===== src/rtl/mem_stage_pkg.sv =====
// mem_stage_pkg: shared types and constants for the memory stage.
//   state_e     - memory-stage FSM states (IDLE=0, WAIT=1)
//   wait_cnt_w  - width of the WAIT-state counter for a given MAX_WAIT
//   SRC_*       - regWrtSrc encodings shared with write-back
//   memwb_t     - contents of the MEM/WB pipeline register
package mem_stage_pkg;

  typedef enum logic {
    IDLE = 1'b0,
    WAIT = 1'b1
  } state_e;

  localparam int DEFAULT_MAX_WAIT = 16;

  // Counter only has to reach MAX_WAIT-1, so $clog2(MAX_WAIT) bits suffice.
  function automatic int wait_cnt_w(input int max_wait);
    return (max_wait < 2) ? 1 : $clog2(max_wait);
  endfunction

  localparam logic [2:0] SRC_ALU = 3'd0;
  localparam logic [2:0] SRC_MEM = 3'd1;
  localparam logic [2:0] SRC_SET = 3'd2;
  localparam logic [2:0] SRC_PC  = 3'd3;

  typedef struct packed {
    logic        regWrt;
    logic [2:0]  writeReg;
    logic [2:0]  regWrtSrc;
    logic [15:0] aluOut;
    logic [15:0] memData;
    logic [15:0] setVal;
    logic [15:0] nextPc;
    logic        halt;
    logic        err;
  } memwb_t;

endpackage


===== src/rtl/mem_stage_if.sv =====
// mem_stage_if: data-memory request/done bus.
//   master (memory stage): drives dmemAddr, dmemDataIn, dmemRd, dmemWr;
//                          receives dmemDataOut, dmemDone, dmemErr
//   slave  (data memory) : the reverse
interface mem_stage_if;
  logic [15:0] dmemAddr;
  logic [15:0] dmemDataIn;
  logic        dmemRd;
  logic        dmemWr;
  logic [15:0] dmemDataOut;
  logic        dmemDone;
  logic        dmemErr;

  modport master (
    output dmemAddr, dmemDataIn, dmemRd, dmemWr,
    input  dmemDataOut, dmemDone, dmemErr
  );

  modport slave (
    input  dmemAddr, dmemDataIn, dmemRd, dmemWr,
    output dmemDataOut, dmemDone, dmemErr
  );
endinterface


===== src/rtl/mem_stage_mem_wb_latch.sv =====
// mem_wb_latch: MEM/WB pipeline register bank.
//   clk      - clock
//   clr_i    - synchronous clear of every field
//   bubble_i - load a bubble (all fields zero, halt retained)
//   d_i      - instruction to load when not a bubble
//   q_o      - registered MEM/WB contents
// The halt bit is sticky: once set it survives bubbles until cleared.
module mem_wb_latch
  import mem_stage_pkg::*;
(
  input  logic   clk,
  input  logic   clr_i,
  input  logic   bubble_i,
  input  memwb_t d_i,
  output memwb_t q_o
);

  memwb_t q_q, q_d;

  always_comb begin
    q_d      = bubble_i ? '0 : d_i;
    q_d.halt = q_q.halt | (~bubble_i & d_i.halt);
  end

  always_ff @(posedge clk) begin
    if (clr_i) q_q <= '0;
    else       q_q <= q_d;
  end

  assign q_o = q_q;

endmodule


===== src/rtl/mem_stage.sv =====
// mem_stage: memory stage between EX/MEM and write-back.
//   clk, rst          - clock, synchronous active-high reset
//   aluOut, reg2Data  - access address / ALU result, store data
//   memEn, memWrt     - access enable, 1 = store
//   regWrt, halt, errIn, regWrtSrc, writeReg, setVal, nextPc - EX/MEM control
//   stall             - holds EX/MEM and earlier stages
//   dmem              - data-memory request/done bus (master side)
//   *Out / *Wb        - MEM/WB register outputs
// A miss raises stall combinationally and parks in WAIT until dmemDone or
// until MAX_WAIT cycles have elapsed, after which the instruction retires
// as an error with halt set.
module mem_stage
  import mem_stage_pkg::*;
#(
  parameter int MAX_WAIT = DEFAULT_MAX_WAIT
) (
  input  logic        clk,
  input  logic        rst,
  input  logic [15:0] aluOut,
  input  logic [15:0] reg2Data,
  input  logic        memEn,
  input  logic        memWrt,
  input  logic        regWrt,
  input  logic        halt,
  input  logic        errIn,
  input  logic [2:0]  regWrtSrc,
  input  logic [2:0]  writeReg,
  input  logic [15:0] setVal,
  input  logic [15:0] nextPc,
  output logic        stall,
  mem_stage_if.master dmem,
  output logic        regWrtOut,
  output logic [2:0]  writeRegOut,
  output logic [2:0]  regWrtSrcOut,
  output logic [15:0] aluOutWb,
  output logic [15:0] memDataOut,
  output logic [15:0] setValOut,
  output logic [15:0] nextPcOut,
  output logic        haltOut,
  output logic        errOut
);

  localparam int             CNT_W    = wait_cnt_w(MAX_WAIT);
  localparam logic [CNT_W-1:0] CNT_LAST = CNT_W'(MAX_WAIT - 1);

  state_e           state_q, state_d;
  logic [CNT_W-1:0] cnt_q, cnt_d;
  memwb_t           wb_q, wb_d;

  logic access, unaligned, idle_acc, in_wait, timeout, mem_done, bubble;

  always_comb begin
    // Halted pipelines issue nothing further.
    access    = memEn & ~aluOut[0] & ~wb_q.halt;
    unaligned = memEn & aluOut[0];
    in_wait   = (state_q == WAIT);
    idle_acc  = (state_q == IDLE) & access;
    timeout   = in_wait & ~dmem.dmemDone & (cnt_q == CNT_LAST);
    mem_done  = (idle_acc | in_wait) & dmem.dmemDone;
    stall     = ~rst & ((idle_acc & ~dmem.dmemDone) |
                        (in_wait & ~dmem.dmemDone & ~timeout));
    bubble    = stall | wb_q.halt;
  end

  // Request strobes fire only in the IDLE cycle, so a held instruction is
  // never re-requested; address and data stay driven throughout WAIT.
  assign dmem.dmemRd     = ~rst & idle_acc & ~memWrt;
  assign dmem.dmemWr     = ~rst & idle_acc & memWrt;
  assign dmem.dmemAddr   = aluOut;
  assign dmem.dmemDataIn = reg2Data;

  always_comb begin
    state_d = state_q;
    cnt_d   = cnt_q;
    case (state_q)
      IDLE: begin
        if (idle_acc & ~dmem.dmemDone) begin
          state_d = WAIT;
          cnt_d   = '0;
        end
      end
      WAIT: begin
        if (dmem.dmemDone | timeout) state_d = IDLE;
        else                         cnt_d   = cnt_q + CNT_W'(1);
      end
    endcase
  end

  always_comb begin
    wb_d.regWrt    = regWrt;
    wb_d.writeReg  = writeReg;
    wb_d.regWrtSrc = regWrtSrc;
    wb_d.aluOut    = aluOut;
    wb_d.memData   = '0;
    wb_d.setVal    = setVal;
    wb_d.nextPc    = nextPc;
    wb_d.halt      = halt;
    wb_d.err       = errIn;
    if (mem_done) begin
      if (!memWrt) wb_d.memData = dmem.dmemDataOut;
      wb_d.err = errIn | dmem.dmemErr;
      if (dmem.dmemErr) wb_d.regWrt = 1'b0;
    end else if (timeout) begin
      wb_d.err    = 1'b1;
      wb_d.regWrt = 1'b0;
      wb_d.halt   = 1'b1;
    end else if (unaligned) begin
      wb_d.err    = 1'b1;
      wb_d.regWrt = 1'b0;
    end
  end

  always_ff @(posedge clk) begin
    if (rst) begin
      state_q <= IDLE;
      cnt_q   <= '0;
    end else begin
      state_q <= state_d;
      cnt_q   <= cnt_d;
    end
  end

  // MEM/WB boundary
  mem_wb_latch u_mem_wb (
    .clk      (clk),
    .clr_i    (rst),
    .bubble_i (bubble),
    .d_i      (wb_d),
    .q_o      (wb_q)
  );

  assign regWrtOut    = wb_q.regWrt;
  assign writeRegOut  = wb_q.writeReg;
  assign regWrtSrcOut = wb_q.regWrtSrc;
  assign aluOutWb     = wb_q.aluOut;
  assign memDataOut   = wb_q.memData;
  assign setValOut    = wb_q.setVal;
  assign nextPcOut    = wb_q.nextPc;
  assign haltOut      = wb_q.halt;
  assign errOut       = wb_q.err;

endmodule


===== src/flat_wrapper.sv =====
// flat-port wrapper written by rule: the top's interface ports become plain ports
module mem_stage_flat import mem_stage_pkg::*;
#(
  parameter int MAX_WAIT = DEFAULT_MAX_WAIT
)
  (clk, rst, aluOut, reg2Data, memEn, memWrt, regWrt, halt, errIn, regWrtSrc, writeReg, setVal, nextPc, stall, regWrtOut, writeRegOut, regWrtSrcOut, aluOutWb, memDataOut, setValOut, nextPcOut, haltOut, errOut, dmem_dmemAddr, dmem_dmemDataIn, dmem_dmemRd, dmem_dmemWr, dmem_dmemDataOut, dmem_dmemDone, dmem_dmemErr);
  mem_stage_if dmem_i ();
  input  logic clk;
  input  logic rst;
  input  logic [15:0] aluOut;
  input  logic [15:0] reg2Data;
  input  logic memEn;
  input  logic memWrt;
  input  logic regWrt;
  input  logic halt;
  input  logic errIn;
  input  logic [2:0] regWrtSrc;
  input  logic [2:0] writeReg;
  input  logic [15:0] setVal;
  input  logic [15:0] nextPc;
  output logic stall;
  output logic regWrtOut;
  output logic [2:0] writeRegOut;
  output logic [2:0] regWrtSrcOut;
  output logic [15:0] aluOutWb;
  output logic [15:0] memDataOut;
  output logic [15:0] setValOut;
  output logic [15:0] nextPcOut;
  output logic haltOut;
  output logic errOut;
  output wire logic [$bits(dmem_i.dmemAddr)-1:0] dmem_dmemAddr;
  output wire logic [$bits(dmem_i.dmemDataIn)-1:0] dmem_dmemDataIn;
  output wire logic [$bits(dmem_i.dmemRd)-1:0] dmem_dmemRd;
  output wire logic [$bits(dmem_i.dmemWr)-1:0] dmem_dmemWr;
  input wire logic [$bits(dmem_i.dmemDataOut)-1:0] dmem_dmemDataOut;
  input wire logic [$bits(dmem_i.dmemDone)-1:0] dmem_dmemDone;
  input wire logic [$bits(dmem_i.dmemErr)-1:0] dmem_dmemErr;
  assign dmem_dmemAddr = dmem_i.dmemAddr;
  assign dmem_dmemDataIn = dmem_i.dmemDataIn;
  assign dmem_dmemRd = dmem_i.dmemRd;
  assign dmem_dmemWr = dmem_i.dmemWr;
  assign dmem_i.dmemDataOut = dmem_dmemDataOut;
  assign dmem_i.dmemDone = dmem_dmemDone;
  assign dmem_i.dmemErr = dmem_dmemErr;
  mem_stage #(.MAX_WAIT(MAX_WAIT)) u_core (.clk(clk), .rst(rst), .aluOut(aluOut), .reg2Data(reg2Data), .memEn(memEn), .memWrt(memWrt), .regWrt(regWrt), .halt(halt), .errIn(errIn), .regWrtSrc(regWrtSrc), .writeReg(writeReg), .setVal(setVal), .nextPc(nextPc), .stall(stall), .dmem(dmem_i), .regWrtOut(regWrtOut), .writeRegOut(writeRegOut), .regWrtSrcOut(regWrtSrcOut), .aluOutWb(aluOutWb), .memDataOut(memDataOut), .setValOut(setValOut), .nextPcOut(nextPcOut), .haltOut(haltOut), .errOut(errOut));
endmodule

===== config.mk =====
export PLATFORM = sky130hd
export DESIGN_NAME = mem_stage_flat
export DESIGN_NICKNAME = d
export VERILOG_FILES = /design/src/rtl/mem_stage_pkg.sv /design/src/rtl/mem_stage_if.sv /design/src/rtl/mem_stage_mem_wb_latch.sv /design/src/rtl/mem_stage.sv /design/src/flat_wrapper.sv
export SDC_FILE = /design/constraint.sdc
export NUM_CORES = 1
export LEC_CHECK = 0
export CORE_MARGIN = 2
export CORE_UTILIZATION = 36
export DETAILED_ROUTE_END_ITERATION = 7
export PLACE_DENSITY_LB_ADDON = 0.15
export SYNTH_ARGS = -nofsm -noshare
export SYNTH_HDL_FRONTEND = slang
export SYNTH_HIERARCHICAL = 1
export SYNTH_SLANG_ARGS = --single-unit
export TNS_END_PERCENT = 5

===== constraint.sdc =====
create_clock -name clk -period 2.5 [get_ports clk]
set_input_delay 0.25 -clock clk [delete_from_list [all_inputs] [get_ports clk]]
set_output_delay 0.25 -clock clk [all_outputs]
set_load 0.03 [all_outputs]

Word level (Yosys, flattened, before mapping)
Index checks and enable logic that the tools add are counted.
Widths: inputs -> output; s select.
{ "classes": {"addsub": 1, "n_eq_ne": 3, "muxes": 15, "bitwise_logic": 29, "reduce_logical": 3} }
{ "ops": {"columns": ["op", "count"], "rows": [
  ["$and 1x1->1", 14],
  ["$mux 1", 11],
  ["$not 1->1", 9],
  ["$mux 4", 2],
  ["$pmux 4 s2", 1],
  ["$or 1x1->1", 6],
  ["$add 4x1->4 const B", 1],
  ["$eq 4x4->1 const B", 1],
  ["$ne 2x2->1 const B", 2],
  ["$reduce_or 4->1", 1],
  ["$pmux 1 s2", 1],
  ["$reduce_and 2->1", 1],
  ["$reduce_or 2->1", 1]
]} }
{ "word_totals": {"register_bits": 78, "in_bits": 95, "output_inout_bits": 108, "elab_cells": 62} }

Depth between registers and ports, before layout
{ "logic_depth": {"word_depth": 11, "depth_mapped": 8, "mapped_depth_nobuf": 7} }

By module
Netlist, hierarchy kept.
{ "by_module_without_submodules": {"columns": ["mod", "instances", "cells_each", "area_per_inst_um2"], "rows": [
  ["mem_wb_latch", 1, 156, 1973.1],
  ["mem_stage", 1, 95, 718.2]
]} }

Worst setup path before layout
No wires, ideal clock.
{ "synth_path": {"path_type": "reg-to-reg", "from": "register u_core.cnt_q[0]", "to": "register u_core.u_mem_wb.q_q (netlist bit u_core/u_mem_wb/q_o[10])", "arrival_time_ps": 1946, "slack_ps": 439, "path_stages_with_launch": 9, "path_buffers": 1, "synth_period_minus_slack_ps": 2061, "cell_sequence": "dfxtp_1 -> ha_1 -> a41oi_1 -> o21ai_1 -> nor2_1 -> or2_2 -> nor2_4 -> clkbuf_2 -> and2_1"} }
{ "synth_between": {"elab_chain_len": 8} }
{ "synth_rtl": {"columns": ["item", "line", "source"], "rows": [
  ["start, declared", "mem_stage.sv:47", "logic [CNT_W-1:0] cnt_q, cnt_d;"],
  ["start signal, assigned", "mem_stage.sv:119", "cnt_q <= cnt_d;"],
  ["$eq 4x4->1", "mem_stage.sv:58", "timeout = in_wait & ~dmem.dmemDone & (cnt_q == CNT_LAST);"],
  ["$and 1x1->1", "mem_stage.sv:58", null],
  ["$not 1->1", "mem_stage.sv:61", "(in_wait & ~dmem.dmemDone & ~timeout));"],
  ["$and 1x1->1", "mem_stage.sv:61", null],
  ["$or 1x1->1", "mem_stage.sv:60", "stall = ~rst & ((idle_acc & ~dmem.dmemDone) |"],
  ["$and 1x1->1", "mem_stage.sv:60", null],
  ["net stall", "flat_wrapper.sv:21", "output logic stall;"],
  ["$or 1x1->1", "mem_stage.sv:62", "bubble = stall | wb_q.halt;"],
  ["net u_core.bubble", "mem_stage.sv:50", "logic access, unaligned, idle_acc, in_wait, timeout, mem_done, bubble;"],
  ["$reduce_or 2->1 (no source line)", null, null],
  ["end signal, assigned", "mem_stage_mem_wb_latch.sv:27", "else q_q <= q_d;"],
  ["end, declared", "mem_stage_mem_wb_latch.sv:18", "memwb_t q_q, q_d;"]
]} }
The timed path passes the listed nets, and every way through them passes these cells.
A chain may end at the register's enable or synchronous reset.

Worst setup path after layout
{ "layout_path": {"from": "input port aluOut[0]", "to": "output port dmem_dmemRd"} }
{ "layout_between": {"elab_chain_len": 6} }
{ "layout_rtl": {"columns": ["item", "line", "source"], "rows": [
  ["start, declared", "flat_wrapper.sv:10", "input logic [15:0] aluOut;"],
  ["$not 1->1", "mem_stage.sv:54", "access = memEn & ~aluOut[0] & ~wb_q.halt;"],
  ["$and 1x1->1 (2 in a row)", "mem_stage.sv:54", null],
  ["$and 1x1->1", "mem_stage.sv:57", "idle_acc = (state_q == IDLE) & access;"],
  ["$and 1x1->1 (2 in a row)", "mem_stage.sv:67", "assign dmem.dmemRd = ~rst & idle_acc & ~memWrt;"],
  ["end, declared", "flat_wrapper.sv:33", "output wire logic [$bits(dmem_i.dmemRd)-1:0] dmem_dmemRd;"]
]} }
No other way between the ends.

==> run summary <==
vias per cell: 4.20
Die ar.: 8180 um2
first-pass GRT wire length: 9970 um
CP endpoint kind: output port
H-tree lvl count: 3
CP Class: input pin to output port
# Post-CTS Setup Buffers: 0
initial antenna violation count: 0
cts bufs inserted: 9
DRC: 0
hold_buf cts: 0
minimum clock period: 2.25 ns
hold crit path type: input pin to register
outcome: finished, final reports clean
M3 GR Usage: 6.51%
Post-synth ARST share: 0%
vias in the first global route: 1987
Setup crit start kind: input pin
Clock Path Buffers: 2
diode count: 0
M2 GR Usage: 25.8%
synth top area cells: dfxtp_1, and2_1, buf_4
area delta synth->final: 64.8%
final-report setup violation count: 0
Netlist cell types: 30
largest net degree at the start of global routing: 48
cells after synthesis: 251
synth warn: 6
post-route clock skew: 0.00563 ns
clock-pin slew on the worst setup and hold paths: 0.08 ns
Port Buf Inserts: 170
detailed-route wire length per cell: 12.8 um
GR peak layer: met2
dpl hpwl: 4860 um
final-report hold violation count: 0
GRT Total Usage: 15.7%
WHS: 0.465 ns
Slew headroom: 63.0%
CORE AREA: 7250 um2
CTS tree: done
fraction of layout cells with a size suffix above 1: 6.02%
synthesized net count: 347
Root Buffer: clkbuf_8
FILL cells: 632
max-cap viol count: 0
final setup margin: 0.252 ns
total design power: 2.70 mW
number of max-slew violations in the final report: 0
Avg Synthesized Cell Area: 10.7 um2
worst-margin pin slew: 0.555 ns
Vias: 2092
Synth Flop Type: dfxtp_1
synthesized cell area: 2690 um2
GR Overflow Total: 0
Highest Clock Rate: 445 MHz
final core utilization: 61.2%
Ports: 203
Starting DRT DRC Count: 35
setup slack at placement: 0.169 ns
Worst-Skew Late Latency: 0.34 ns
Yosys reg bits: 78
DR pass1 iterations: 4
Initial Utilization: 37.1%
Yosys top cell by area: dfxtp_1
Die X-Extent: 90.5 um
required time of the critical path: 2.25 ns
share of the synthesized area in the top cell type: 58.0%
Final GP Congestion: 0.857
met1 usage: 17.4%
Setup TNS: 0 ns
clock sinks: 78
DRT antenna net count: 0
Cell Rows: 31
RSZ-0062 raised after global routing: false
Routed WL: 6370 um
die height: 90.5 um
PwrDens: 608 nW/um2
Leak: 1.74 nW
Seq/Total Area, Yosys: 58.0%
Max VDD drop: 0.309 mV
CP max FO: 5
Layout Nets: 490
number of flops mapped to enable cells by yosys: 0
CP arrival: 2.00 ns
fin crit share: 89.9%
[area by class of cell]
| class | count | area (um2) | share of cell area (%) |
|---|---|---|---|
| inverters | 3 | 11.3 | 0.254 |
| clock inverters | 5 | 33.8 | 0.762 |
| flip-flops and latches | 78 | 1560 | 35.2 |
| repair buffers | 173 | 1740 | 39.1 |
| well taps | 99 | 124 | 2.79 |
| multi-input cells | 129 | 828 | 18.7 |
| clock buffers | 11 | 141 | 3.19 |
[critical path: stages]
cell and delay (ns):
clkdlybuf4s50_1 0.51, nor3b_4 0.31, nand2_1 0.09, nor3_1 0.14, clkdlybuf4s50_1 0.70
[power breakdown]
| part | internal [mW] | switching, mW | total (mW) |
|---|---|---|---|
| logic | 0.280 | 0.258 | 0.538 |
| registers | 1.30 | 0.0176 | 1.32 |
| clock network | 0.388 | 0.448 | 0.836 |
| total | 1.97 | 0.724 | 2.70 |
[worst paths after layout]
kind                           from                 endpoint  slack (ns)  cells past startpoint
min                      nextPc[11]  u_core/u_mem_wb/q_o[13]        0.46                      2
min reg2reg  u_core/u_mem_wb/q_o[1]   u_core/u_mem_wb/q_o[1]        0.54                      2
max                       aluOut[0]              dmem_dmemRd        0.25                      5
max reg2reg         u_core/cnt_q[0]  u_core/u_mem_wb/q_o[60]        0.43                      8
[cells in the final DEF, fill, tap and decap left out, types with 3 or more instances in the layout]
cell type,netlist,layout
a21oi_1,3,3
and2_1,88,88
clkbuf_8,0,10
clkdlybuf4s50_1,0,169
dfxtp_1,78,78
inv_1,3,3
nand2_1,3,3
nand3_1,4,4
nor2_1,4,4
nor3_1,3,3
[registers in the layout (all words and copies together) (netlist names)]
register / count
u_core/in_wait: 1
u_core/u_mem_wb/q_o: 73
u_core/cnt_q: 4
[routing by layer]
metal,share of wire [%],wire length [um]
met1,41,2640
met3,9.3,590
met4,2.2,138
met2,47,3010
met5,0,0
[Yosys cell counts, drive strengths merged (3+ instances only)]
master / number
nor3: 3
o21ai: 3
nand3: 4
clkbuf: 8
inv: 3
nor2: 6
buf: 33
nand2: 3
and2: 88
dfxtp: 78
a21oi: 3
[cells by family (layout without fill, tap and decap cells)]
logic type	Yosys count	in the layout	synth area share, %
buf+inv	44	192	11.2
simple gates	115	115	27.0
flops	78	78	58.0
compound gates	13	13	3.35
fa+ha+maj	1	1	0.465
[metrics by stage]
| step | instances | instance area, um2 |
|---|---|---|
| after floorplan | 251 | 2690 |
| after global placement | 482 | 4260 |
| after detailed placement | 482 | 4260 |
| after CTS | 498 | 4440 |
| after global routing | 498 | 4440 |
| final | 498 | 4440 |
[timing repair]
action / CTS / global route
endpoints found under the setup margin: 1 / 0
resized for setup: 1 / 0
hold endpoints to repair: 0 / 0
Power figures use the tool's default switching activity.
